==> src/rtl/pc_unit_if.sv <==
// Fetch/redirect bundle between the PC unit, instruction memory and the branch/exception logic.
// The master drives redirects and fetch acceptance; the slave (pc_unit) drives the fetch request.
interface pc_unit_if #(
  parameter int XLEN = 32
) ();
  logic            stall;
  logic            fetch_ready;
  logic            fetch_valid;
  logic [XLEN-1:0] pc_current;
  logic [XLEN-1:0] pc_plus4;
  logic            br_taken;
  logic [XLEN-1:0] br_target;
  logic            trap;
  logic            mret;
  logic [XLEN-1:0] epc;
  logic            misalign_fault;

  modport master (
    output stall, fetch_ready, br_taken, br_target, trap, mret,
    input  fetch_valid, pc_current, pc_plus4, epc, misalign_fault
  );

  modport slave (
    input  stall, fetch_ready, br_taken, br_target, trap, mret,
    output fetch_valid, pc_current, pc_plus4, epc, misalign_fault
  );
endinterface

==> src/rtl/pc_unit.sv <==
// RV32I program-counter unit: fetch PC with priority redirect (trap > mret > branch > sequential),
// fetch handshake, exception PC and misaligned-redirect fault.
module pc_unit #(
  parameter int              XLEN         = 32,
  parameter logic [XLEN-1:0] RESET_VECTOR = 32'h0000_0000,
  parameter logic [XLEN-1:0] TRAP_VECTOR  = 32'h0000_0100,
  parameter int              IALIGN       = 32
) (
  input logic      clk,
  input logic      rst_n,
  pc_unit_if.slave bus
);

  localparam logic [1:0] BOOT  = 2'd0;
  localparam logic [1:0] RUN   = 2'd1;
  localparam logic [1:0] FAULT = 2'd2;

  // Low address bits that must be zero for a legal redirect target (1 bit for C-ext, 2 otherwise).
  localparam logic [XLEN-1:0] ALIGN_MASK = (IALIGN == 16) ? XLEN'(1) : XLEN'(3);

  logic [1:0]      state_q, state_d;
  logic [XLEN-1:0] pc_q, pc_d;
  logic [XLEN-1:0] epc_q, epc_d;
  logic            fetch_valid_q;
  logic            fault_q, fault_d;
  logic [XLEN-1:0] pc_plus4;
  logic            target_misaligned;
  logic            advance;

  assign pc_plus4          = pc_q + XLEN'(4);
  assign target_misaligned = (bus.br_target & ALIGN_MASK) != '0;
  assign advance           = fetch_valid_q && bus.fetch_ready && !bus.stall;

  always_comb begin
    // NOTE: every output of this block gets a default first, so no path can infer a latch.
    state_d = state_q;
    pc_d    = pc_q;
    epc_d   = epc_q;
    fault_d = 1'b0;

    case (state_q)
      BOOT: state_d = RUN;

      RUN: begin
        if (bus.trap) begin
          pc_d  = TRAP_VECTOR;
          epc_d = pc_q;
        end else if (bus.mret) begin
          pc_d = epc_q;
        end else if (bus.br_taken) begin
          if (target_misaligned) begin
            state_d = FAULT;
            fault_d = 1'b1;
          end else begin
            pc_d = bus.br_target;
          end
        end else if (advance) begin
          pc_d = pc_plus4;
        end
      end

      FAULT: begin
        // Only a trap leaves FAULT; mret and branches are ignored here.
        if (bus.trap) begin
          pc_d    = TRAP_VECTOR;
          epc_d   = pc_q;
          state_d = RUN;
        end
      end

      default: state_d = BOOT;
    endcase
  end

  // NOTE: every register here has an async reset value; there is no memory array to leave unreset.
  always_ff @(posedge clk or negedge rst_n) begin
    if (!rst_n) begin
      state_q       <= BOOT;
      pc_q          <= RESET_VECTOR;
      epc_q         <= '0;
      fetch_valid_q <= 1'b0;
      fault_q       <= 1'b0;
    end else begin
      // NOTE: non-blocking assignments so every register samples the same pre-edge values.
      state_q       <= state_d;
      pc_q          <= pc_d;
      epc_q         <= epc_d;
      fetch_valid_q <= (state_d == RUN);
      fault_q       <= fault_d;
    end
  end

  assign bus.fetch_valid    = fetch_valid_q;
  assign bus.pc_current     = pc_q;
  assign bus.pc_plus4       = pc_plus4;
  assign bus.epc            = epc_q;
  assign bus.misalign_fault = fault_q;

endmodule

==> src/flat_wrapper.sv <==
// flat-port wrapper written by rule: the top's interface ports become plain ports
module pc_unit_flat 
#(
  parameter int              XLEN         = 32,
  parameter logic [XLEN-1:0] RESET_VECTOR = 32'h0000_0000,
  parameter logic [XLEN-1:0] TRAP_VECTOR  = 32'h0000_0100,
  parameter int              IALIGN       = 32
)
  (clk, rst_n, bus_stall, bus_fetch_ready, bus_br_taken, bus_br_target, bus_trap, bus_mret, bus_fetch_valid, bus_pc_current, bus_pc_plus4, bus_epc, bus_misalign_fault);
  pc_unit_if #(.XLEN(XLEN)) bus_i ();
  input logic clk;
  input logic rst_n;
  input wire logic [$bits(bus_i.stall)-1:0] bus_stall;
  input wire logic [$bits(bus_i.fetch_ready)-1:0] bus_fetch_ready;
  input wire logic [$bits(bus_i.br_taken)-1:0] bus_br_taken;
  input wire logic [$bits(bus_i.br_target)-1:0] bus_br_target;
  input wire logic [$bits(bus_i.trap)-1:0] bus_trap;
  input wire logic [$bits(bus_i.mret)-1:0] bus_mret;
  output wire logic [$bits(bus_i.fetch_valid)-1:0] bus_fetch_valid;
  output wire logic [$bits(bus_i.pc_current)-1:0] bus_pc_current;
  output wire logic [$bits(bus_i.pc_plus4)-1:0] bus_pc_plus4;
  output wire logic [$bits(bus_i.epc)-1:0] bus_epc;
  output wire logic [$bits(bus_i.misalign_fault)-1:0] bus_misalign_fault;
  assign bus_i.stall = bus_stall;
  assign bus_i.fetch_ready = bus_fetch_ready;
  assign bus_i.br_taken = bus_br_taken;
  assign bus_i.br_target = bus_br_target;
  assign bus_i.trap = bus_trap;
  assign bus_i.mret = bus_mret;
  assign bus_fetch_valid = bus_i.fetch_valid;
  assign bus_pc_current = bus_i.pc_current;
  assign bus_pc_plus4 = bus_i.pc_plus4;
  assign bus_epc = bus_i.epc;
  assign bus_misalign_fault = bus_i.misalign_fault;
  pc_unit #(.XLEN(XLEN), .RESET_VECTOR(RESET_VECTOR), .TRAP_VECTOR(TRAP_VECTOR), .IALIGN(IALIGN)) u_core (.clk(clk), .rst_n(rst_n), .bus(bus_i));
endmodule
==> config.mk <==
export PLATFORM = sky130hd
export DESIGN_NAME = pc_unit_flat
export DESIGN_NICKNAME = d
export VERILOG_FILES = /design/src/rtl/pc_unit_if.sv /design/src/rtl/pc_unit.sv /design/src/flat_wrapper.sv
export SDC_FILE = /design/constraint.sdc
export NUM_CORES = 1
export LEC_CHECK = 0
export ABC_CLOCK_PERIOD_IN_PS = 4750
export CORE_ASPECT_RATIO = 1.4
export CORE_MARGIN = 8
export CORE_UTILIZATION = 50
export DETAILED_ROUTE_END_ITERATION = 6
export PLACE_DENSITY = 0.86
export SETUP_SLACK_MARGIN = 0.02
export SYNTH_ARGS = -nofsm -noshare
export SYNTH_HDL_FRONTEND = slang
export SYNTH_SLANG_ARGS = --single-unit
==> constraint.sdc <==
create_clock -name clk -period 4.75 [get_ports clk]
set_clock_uncertainty 0.15 [all_clocks]
set_input_delay 0.95 -clock clk [delete_from_list [all_inputs] [get_ports clk]]
set_output_delay 0.95 -clock clk [all_outputs]
set_load 0.1 [all_outputs]
* Yosys cells after proc, flatten, opt, wreduce, memory -nomap -nowiden
Cells that the tools add are included. Widths: inputs -> output; s select.
Word-level totals: bits in registers 68, output and inout port bits 98, word-level logic and storage cells 39, input port bits 39
Operators by class: reduce and logical (&&, ||, !) cells 9, multiplexer cells 18, eq/ne operators 6, add/subtract/negate cells 1
Operators with widths (count):
- $mux 32 | 6
- $pmux 32 s2 | 1
- $add 32x3->32 const B | 1
- $reduce_bool 32->1 | 1
- $mux 2 | 5
- $pmux 2 s3 | 1
- $mux 1 | 5
- $ne 5x4->1 const B | 1
- $ne 5x5->1 const B | 1
- $eq 2x1->1 const B | 2
- $reduce_and 4->1 | 1
- $eq 2x2->1 const B | 1
- $logic_and 1x1->1 | 2
- $logic_not 2->1 | 1
- $ne 2x2->1 const B | 1
- $reduce_and 2->1 | 1
- $reduce_bool 2->1 | 1
- $reduce_or 2->1 | 1
- $logic_not 1->1 | 1

* Logic depth before layout (Yosys ltp)
Gate-level depths: netlist of the first run.
depth after elaboration 7, mapped depth 9, depth with buffers taken out 7

* Worst setup path after synthesis of the first run
OpenSTA, ideal clock, no wires.
path type reg-to-output, start register u_core.pc_q[3] (netlist: u_core.bus.pc_current[3]), end output bus_pc_plus4[20], path buffers 0, path slack -0.082 ns, stages on the path, launching flop included 6, data required time 3.650 ns, arrival 3.732 ns, cell sequence dfrtp_1 -> ha_1 -> nand3_1 -> nor3_4 -> nand4_1 -> xnor2_1
Between the ends: cells in the longest elaborated chain, start to end 1
Ends and longest elaborated chain:
- from (decl) | line pc_unit.sv:22 | logic [XLEN-1:0] pc_q, pc_d;
- from (signal assigned) | line pc_unit.sv:86 | pc_q <= pc_d;
- $add 32x3->32 | line pc_unit.sv:30 | assign pc_plus4 = pc_q + XLEN'(4);
- to (decl) | line flat_wrapper.sv:21 | output wire logic [$bits(bus_i.pc_plus4)-1:0] bus_pc_plus4;
No other way between the ends.

* Final worst setup path of the first run
start register u_core.pc_q[4] (netlist: u_core.bus.pc_current[4]), end output bus_pc_plus4[8]
The elaborated chain is that of the path after synthesis.

==> metrics.md, run 1 <==
| Metric | Value |
|---|---|
| YS warnings | 0 |
| Synth top area share | 0.408 |
| TritonCTS clock tree | done |
| Max Cap Viol | 0 |
| Buffer depth of the longest clock path | 2 |
| Vias in the first global route | 4217 |
| Worst hold slack | around 370 ps |
| Sum Neg Setup Slack | 0 ps |
| Syn_nets | 470 |
| Antenna viol nets, final | 0 |
| H-tree Lvls | 3 |
| CP startpoint kind | flip-flop |
| Critical Path Fanout Max | 8 |
| Fin crit period | ~4000 ps |
| Port Buffer Count | around 140 |
| Yosys cell types | 65 |
| Mapped cell area | approximately 4200 sq um |
| Top FF cell, synth | dfrtp_1 |
| Worst slew pin tran | 1080 ps |
| First-pass GRT wire length | around 22000 um |
| Clock Latency Late Sink | around 340 ps |
| 1st-iter DRT viols | 308 |
| Final Max Tran Viols | 0 |
| Register area | ~1700 sq um |
| CP endpoint kind | output port |
| Initial antenna violation count | 0 |
| First-pass DRT Iterations | 5 |
| CORE AREA | around 8000 sq um |
| RSZ-0062 raised after global routing | no |
| Average size of a mapped cell | approximately 9.8 sq um |
| Residual DRC | 0 |
| CP arrival | around 2800 ps |
| Area delta synth->final | 40.1% |
| Largest net degree at the start of global routing | 48 |
| Clock Root Buffer | clkbuf_16 |
| Share of cells above drive strength 1 | 0.181 |
| Final worst path period share | 0.829 |
| Post-synthesis register bit count | 68 |
| Ports | about 140 |
| Final setup vio count | 0 |
| Setup CP Type | flip-flop to output port |
| Status | complete, no violations |
| Die area | around 12000 sq um |
| Hold WC Path Type | flip-flop to flip-flop |
| RD Place Congestion | just under 0.9 |
| Resized cells post-CTS | 0 |
| WL per Instance | 21.1 um |
| Sink Count | 68 |
| Hold Vio Cnt, Final | 0 |
| DRT Wirelength | roughly 14000 um |
| Async set or reset register ratio after synthesis | 1.00 |
| Dpl hpwl | about 9900 um |
| Top cells by area, synth | dfrtp_1 (41%), mux2_2 (7.0%), mux2i_1 (3.1%), nand2_1 (3.0%), xnor2_1 (2.5%) |
| Chip width | 93.2 um |
| Syn Inst Count | approximately 430 |
| Initial Util | 0.512 |
| Seq/Total Area, Yosys | 0.408 |
| GRT overflow | 0 |
| Clock transition at path regs | around 60 ps |
| Number of flops mapped to enable cells by yosys | 0 |
| All-Layer GR Usage | 0.238 |
| Rows | 39 |
| Num CTS Buffers | 9 |
| CP required | ~3700 ps |
| Post-cts hold buffer count | 0 |
| Slew HR | 0.279 |
| # fillers | 582 |
| Yosys top cell by area | dfrtp_1 |
| Die H | 124 um |
| Detailed-route via count | about 4000 |
| Fin nets | between 500 and 600 |
| Post-CTS Setup Inserts | 0 |
| Diodes inserted | 0 |
| Number of vias per cell | ~6.1 |
| Fmax | 254 MHz |
| Multi-input logic area | between 2000 and 2500 sq um |
==> flip-flops by register name (all words and copies together), names as in the netlist <==
name / flops
u_core.state_q: 2
u_core.bus.fetch_valid: 1
u_core.bus.misalign_fault: 1
u_core.bus.pc_current: 32
u_core.bus.epc: 32
==> layout make-up <==
cell class	count	share of cell area
clock buffer	9	0.0385
clock inverter	7	0.0156
inverter	17	0.0109
multi-input combinational	311	0.393
sequential	68	0.291
tap	102	0.0218
timing repair buffer	142	0.230
==> Yosys cell counts (all sizes together) (10+ instances only) <==
library cell  instances
dfrtp                68
nand2                34
mux2                 27
nor2                 24
o21ai                24
nand3                18
inv                  17
a21oi                15
buf                  15
clkbuf               15
mux2i                13
xnor2                12
nand4                11
xor2                 11
a31oi                10
and3                 10
nor3                 10
o22ai                10
==> worst max-delay path, stage by stage, from the launching register on <==
cell and delay (ps):
dfrtp_1 540, nand4_2 320, nor2_1 220, xor2_1 240, clkdlybuf4s50_1 1180
==> per-stage QoR <==
stage                     worst slack (ps)  std cells  instance area, sq um   util
after global routing                   737        656                  5850  0.718
after global placement                1120        640                  5530  0.679
final                                  813        656                  5850  0.718
after floorplan                       64.9        426                  4220      -
after CTS                              822        656                  5850  0.718
after detailed placement              1000        640                  5530  0.679
==> worst paths after layout <==
path                                     startpoint                        end  slack, ps  cells after the start
max in group asynchronous                     rst_n         u_core.bus.epc[17]       2860                      2
min                               u_core.bus.epc[9]          u_core.bus.epc[9]        370                      2
min in group asynchronous                     rst_n  u_core.bus.misalign_fault        650                      1
max                        u_core.bus.pc_current[4]            bus_pc_plus4[8]        810                      4
min reg2reg                       u_core.bus.epc[9]          u_core.bus.epc[9]        370                      2
max reg2reg                       u_core.state_q[1]  u_core.bus.pc_current[28]       2010                      8
==> routing by layer <==
| layer | global-route usage | part of all wire | vias to the layer above |
|---|---|---|---|
| met5 | 0 | 0 | - |
| met4 | 0.137 | 0.035 | 0 |
| met3 | 0.0507 | 0.075 | 44 |
| met2 | 0.422 | 0.53 | 232 |
| met1 | 0.256 | 0.36 | 1925 |
| li1 | - | - | 1808 |
==> cells by family after synthesis <==
kind of cell,after synthesis,synth area share
xor gates and xnor gates,23,0.0482
and+or+nand+nor,139,0.199
buffers and inverters,47,0.0533
DFF,68,0.408
adders and majority gates,5,0.0150
muxes,40,0.104
AOI/OAI and AO/OA,104,0.173
==> cell usage in the layout, fill, tap and decap left out, types with 13 or more instances in the layout <==
cell             Yosys  final
a21oi_1             15     15
buf_4                4     29
clkdlybuf4s50_1      0    112
dfrtp_1             68     68
inv_1               17     17
mux2_2              26     26
mux2i_1             13     13
nand2_1             33     33
nand3_1             14     14
nor2_1              24     24
o21ai_0             20     20
Power of run 1 is not shown: default switching activity piles up to over one toggle a cycle in this logic, so the estimate is an artifact.
==> inputs of run 2 (changes only) <==
--- a/config.mk
+++ b/config.mk
@@ -5,12 +5,12 @@
 export SDC_FILE = /design/constraint.sdc
 export NUM_CORES = 1
 export LEC_CHECK = 0
-export ABC_CLOCK_PERIOD_IN_PS = 4750
+export ABC_CLOCK_PERIOD_IN_PS = 4100
 export CORE_ASPECT_RATIO = 1.4
 export CORE_MARGIN = 8
-export CORE_UTILIZATION = 50
+export CORE_UTILIZATION = 47
 export DETAILED_ROUTE_END_ITERATION = 6
-export PLACE_DENSITY = 0.86
+export PLACE_DENSITY = 0.82
 export SETUP_SLACK_MARGIN = 0.02
 export SYNTH_ARGS = -nofsm -noshare
 export SYNTH_HDL_FRONTEND = slang
==> constraint.sdc (replaced) <==
create_clock -name clk -period 4.1 [get_ports clk]
set_clock_uncertainty 0.15 [all_clocks]
set_input_delay 0.82 -clock clk [delete_from_list [all_inputs] [get_ports clk]]
set_output_delay 0.82 -clock clk [all_outputs]
set_load 0.1 [all_outputs]
==> run 2 against run 1 <==
  * Global-route usage down 1.4 points
  * Setup slack worse by 320 ps
  * Via count increased by 0.70%
  * Count of clock-buffer cells in the layout rose by 3
  * Core utilization is 3.0 points lower
  * Die area grew 5.4%
  * Register-to-register slack lost 380 ps
  * Worst hold slack improved by 7.5 ps
  * Cell area is 1.3% higher
  * Sequential share of layout area decreased by 0.36 points
  * Routed wire length shrank 1.7%
  * Critical path type unchanged
==> metrics.md, run 2 (same netlist as run 1, synthesis figures left out) <==
| Metric | Value |
|---|---|
| Status | complete, no violations |
| TritonCTS clock tree | done |
| Most frequent cells in the layout | clkdlybuf4s50_1 (106), dfrtp_1 (68), buf_4 (39), nand2_1 (33), mux2_2 (26) |
| Clock Root Buffer | clkbuf_16 |
| Num CTS Buffers | 9 |
| Share of cells above drive strength 1 | 0.211 |
| Fin crit period | about 3600 ps |
| GRT met3 Usage | 0.0533 |
| CP required | 3130 ps |
| Hold WC Path Type | flip-flop to flip-flop |
| R2r setup slk | around 1600 ps |
| Die area | 12200 sq um |
| Die H | ~130 um |
| Worst slew pin tran | roughly 1000 ps |
| DRT Wirelength | between 10000 and 15000 um |
| # fillers | between 600 and 700 |
| Dpl hpwl | just under 10000 um |
| Clock Latency Late Sink | approximately 330 ps |
| Final setup vio count | 0 |
| Ports | roughly 140 |
| Final Max Tran Viols | 0 |
| Initial antenna violation count | 0 |
| Global Route met2 Usage | 0.378 |
| Final core occ | 0.688 |
| Critical Path Fanout Max | 10 |
| Resized cells post-CTS | 0 |
| 1st-iter DRT viols | ~290 |
| Largest net degree at the start of global routing | 46 |
| CORE AREA | between 8000 and 9000 sq um |
| Vias in the first global route | approximately 4100 |
| Fmax | 277 MHz |
| Setup CP Type | flip-flop to output port |
| Rows | 40 |
| Residual DRC | 0 |
| Delay-heaviest family, CP | simple AND/OR/NAND/NOR gates |
| GRT busiest layer | met2 |
| Clock transition at path regs | 60 ps |
| Diodes inserted | 0 |
| GRT overflow | 0 |
| GR Util met1 | 0.253 |
| All-Layer GR Usage | 0.224 |
| CP peak stage delay | around 450 ps |
| Initial Util | 0.485 |
| Final worst path period share | 0.880 |
| Worst Path Buf+Inv | 1 |
| Commonest non-fill, non-tap cell in the layout | clkdlybuf4s50_1 |
| CP arrival | ~2600 ps |
| Post-CTS Setup Inserts | 0 |
| Detailed-route via count | between 4000 and 5000 |
| RD Place Congestion | 0.863 |
| Slew HR | 0.298 |
| Crit path cell chain | ha_1 -> nand3_1 -> nor3_4 -> nand4_1 -> xnor2_2 -> buf_4 |
| RSZ-0062 raised after global routing | no |
| Sum Neg Setup Slack | 0 ps |
| Area delta synth->final | 41.9% |
| Number of vias per cell | about 6.1 |
| CP endpoint kind | output port |
| Max Cap Viol | 0 |
| CP startpoint kind | flip-flop |
| H-tree Lvls | 3 |
| Post-cts hold buffer count | 0 |
| Port Buffer Count | 136 |
| Hold Vio Cnt, Final | 0 |
| Chip width | about 96 um |
| First-pass GRT wire length | around 21000 um |
| Sink Count | 68 |
| First-pass DRT Iterations | 5 |
| Fin nets | roughly 600 |
| Antenna viol nets, final | 0 |
| WL per Instance | 20.6 um |
| Worst-path cell with the longest stage delay | nor3_4 |
| Buffer depth of the longest clock path | 2 |
run 2: path summary, 6_finish.rpt:
kind,from,endpoint,cells past startpoint
worst max-delay path,u_core.bus.pc_current[2],bus_pc_plus4[30],6
worst min-delay path,u_core.bus.epc[9],u_core.bus.epc[9],2
worst max register to register,u_core.bus.pc_current[2],u_core.bus.pc_current[30],6
worst min register to register,u_core.bus.epc[9],u_core.bus.epc[9],2
max in group asynchronous,rst_n,u_core.bus.pc_current[17],2
min in group asynchronous,rst_n,u_core.bus.misalign_fault,1
run 2: worst reg2reg max path, stage by stage (launching register included):
cell and delay, ps:
dfrtp_1 440, ha_1 280, nand3_1 280, nor3_4 450, nand4_1 330, a31o_1 270
a22o_1 170
run 2: through the flow:
| stage | hold slack (ps) | worst slack, ps | instance area [sq um] | instances |
|---|---|---|---|---|
| 6_report | 374 | 493 | 5920 | 663 |
| 5_1_grt | 405 | 348 | 5920 | 663 |
| 4_1_cts | 372 | 518 | 5920 | 663 |
| 3_5_place_dp | 360 | 887 | 5620 | 647 |
| 3_3_place_gp | 342 | 945 | 5620 | 647 |
| 2_1_floorplan | 374 | 7.57 | 4290 | 426 |
run 2: area by class of cell:
class	count	area, sq um	area share
Clock buffer	12	256	0.0433
Timing Repair Buffer	146	1360	0.229
Clock inverter	4	47.5	0.00803
Multi-Input combinational cell	311	2360	0.399
Inverter	17	63.8	0.0108
Sequential cell	68	1700	0.287
Tap cell	105	131	0.0222
run 2: layer usage:
layer | part of all wire | vias to the layer above
li1 | - | 1813
met1 | 0.37 | 1983
met5 | 0 | -
met3 | 0.076 | 37
met4 | 0.031 | 0
met2 | 0.52 | 204
Power of run 2 is left out for the same reason.
==> inputs of run 3 (changes only) <==
--- a/config.mk
+++ b/config.mk
@@ -10,6 +10,7 @@
 export CORE_MARGIN = 8
 export CORE_UTILIZATION = 47
 export DETAILED_ROUTE_END_ITERATION = 6
+export GPL_TIMING_DRIVEN = 0
 export PLACE_DENSITY = 0.82
 export SETUP_SLACK_MARGIN = 0.02
 export SYNTH_ARGS = -nofsm -noshare
==> constraint.sdc (replaced) <==
create_clock -name clk -period 4.1 [get_ports clk]
set_clock_uncertainty 0.15 [all_clocks]
set_input_delay 0.82 -clock clk [delete_from_list [all_inputs] [get_ports clk]]
set_output_delay 0.82 -clock clk [all_outputs]
set_load 0.05 [all_outputs]
==> run 3 against run 2 <==
  * Setup slack got worse by 340 ps
  * Routed wire length is 9.1% higher
  * Critical path type unchanged
  * Highest routed layer unchanged
  * Cell area grew 0.27%
  * Largest cell class unchanged
  * Via count grew 3.2%
  * Non-clock buffer count increased by 22
  * Critical endpoint is now bus_pc_plus4[18]
==> metrics.md, run 3 (same netlist as run 1, synthesis figures left out) <==
| Metric | Value |
|---|---|
| WL per Instance | 21.8 um |
| Sw frac | 0.539 |
| P_int | between 2000 and 3000 uW |
| Crit path cell chain | ha_1 -> nand3_1 -> nor4_4 -> nor3b_1 -> or2_2 -> clkdlybuf4s50_1 |
| WHS Path Cells | 1 |
| CP endpoint kind | output port |
| CP peak stage delay | roughly 800 ps |
| Die area | ~12000 sq um |
| Commonest non-fill, non-tap cell in the layout | clkdlybuf4s50_1 |
| Switching power total | about 3000 uW |
| RD Place Congestion | between 0.9 and 1 |
| Max Cap Viol | 0 |
| GRT overflow | 0 |
| Num CTS Buffers | 9 |
| Final worst path period share | 0.963 |
| First-pass DRT Iterations | 5 |
| Worst-path cell with the longest stage delay | clkdlybuf4s50_1 |
| Dpl hpwl | about 11000 um |
| Seq pwr share | 0.233 |
| Hold Crit Endpoint | u_core.bus.epc[1] |
| Fin crit period | 3950 ps |
| Setup CP Type | flip-flop to output port |
| Inst Count DP | about 670 |
| Status | complete, no violations |
| Hold Startpoint | u_core.bus.epc[1] |
| Share of cells above drive strength 1 | 0.135 |
| R2r setup slk | between 1500 and 2000 ps |
| Die H | about 130 um |
| R2R Path Start | u_core.state_q[0] |
| Hold WC Path Type | flip-flop to flip-flop |
| Initial antenna violation count | 0 |
| Fmax | approximately 250 MHz |
| Worst Path Buf+Inv | 1 |
| Most frequent cells in the layout | clkdlybuf4s50_1 (127), dfrtp_1 (68), nand2_1 (33), mux2_2 (26), nor2_1 (24) |
| Reg-to-reg endpoint | u_core.bus.epc[23] |
| Clock transition at path regs | about 50 ps |
| Vias in the first global route | approximately 4400 |
| Final setup vio count | 0 |
| Ports | around 140 |
| H-tree Lvls | 3 |
| Chip width | around 96 um |
| Sink Count | 68 |
| Number of vias per cell | approximately 6 |
| 1st-iter DRT viols | roughly 320 |
| CORE AREA | ~8600 sq um |
| RSZ-0062 raised after global routing | no |
| Clock Root Buffer | clkbuf_16 |
| Port Buffer Count | about 140 |
| Power Density | roughly 950 nW/um^2 |
| Diodes inserted | 0 |
| Delay-heaviest family, CP | simple AND/OR/NAND/NOR gates |
| Peak supply drop | around 550 uV |
| Worst hold slack | 387 ps |
| DRT Wirelength | 14900 um |
| Fin nets | 619 |
| Detailed-route via count | approximately 4200 |
| Critical Path Fanout Max | 7 |
| Cell depth of the worst setup path | 6 |
| Buffer depth of the longest clock path | 2 |
| Combinational Power Share | 0.644 |
| Hold Vio Cnt, Final | 0 |
| Antenna viol nets, final | 0 |
| Post-cts hold buffer count | 0 |
| CP arrival | between 2000 and 3000 ps |
| Final Max Tran Viols | 0 |
| CP startpoint kind | flip-flop |
| Leak | between 0.002 and 0.003 uW |
| Rows | 40 |
| All-Layer GR Usage | 0.248 |
| Worst slew pin tran | 901 ps |
| First-pass GRT wire length | 23400 um |
| Final cell count without fillers | a little under 700 |
| Residual DRC | 0 |
| Initial Util | 0.485 |
| Clock Latency Late Sink | between 300 and 400 ps |
| Slew HR | 0.399 |
| Largest net degree at the start of global routing | slightly below 70 |
| Clock share of power | 0.123 |
| Area delta synth->final | 42.3% |
| TritonCTS clock tree | done |
| CP required | ~3100 ps |
| Reg2Reg Depth | 6 |
## run 3: metal layers
layer | up-vias | routed length, um | GRT usage
met5 | - | 0 | 0
met4 | 0 | 336 | 0.108
met3 | 27 | 1270 | 0.0598
met2 | 225 | 7720 | 0.421
met1 | 2056 | 5540 | 0.284
li1 | 1860 | - | -
## run 3: timing repair
item                       CTS  global route
resized for setup            5             3
pin swaps                    0             1
buffers inserted             0             2
setup endpoints to repair    5             4
## run 3: final cells by class
class / instances / area [sq um]
fillers: 692 / 2670
multi-input cells: 311 / 2250
flip-flops and latches: 68 / 1700
repair buffers: 138 / 1380
clock buffers: 11 / 243
plain buffers: 30 / 159
well taps: 105 / 131
inverters: 17 / 63.8
clock inverters: 3 / 15.0
## run 3: worst max path at each step
stage | from | to | slack (ps)
final | u_core.bus.pc_current[3] | bus_pc_plus4[18] | 150
after CTS | u_core.bus.pc_current[3] | bus_pc_plus4[22] | 20
after global placement | rst_n | u_core.state_q[0] | -270
after global routing | u_core.bus.pc_current[2] | bus_pc_plus4[18] | 40
after detailed placement | u_core.bus.pc_current[2] | bus_pc_plus4[30] | 350
after floorplan | u_core.bus.pc_current[3] | bus_pc_plus4[20] | 540
## run 3: power by group through the flow
stage	clock network, uW	logic [uW]	registers [uW]
2_1_floorplan	0	1510	2190
3_3_place_gp	0	3610	1290
3_5_place_dp	0	3660	1310
4_1_cts	700	3660	1300
5_1_grt	725	3800	1360
6_report	694	3640	1310
## run 3: stage by stage
stage | power, uW | worst slack, ps | util | TNS (ps) | instance area [sq um]
after floorplan | 3690 | 538 | - | 0 | 4180
after global placement | 4900 | -273 | 0.658 | -18220 | 5670
after detailed placement | 4970 | 351 | 0.658 | 0 | 5670
after CTS | 5660 | 23.0 | 0.687 | 0 | 5920
after global routing | 5880 | 41.3 | 0.690 | 0 | 5940
final | 5650 | 153 | 0.690 | 0 | 5940
Note: power is estimated with default switching activity, not from simulation.
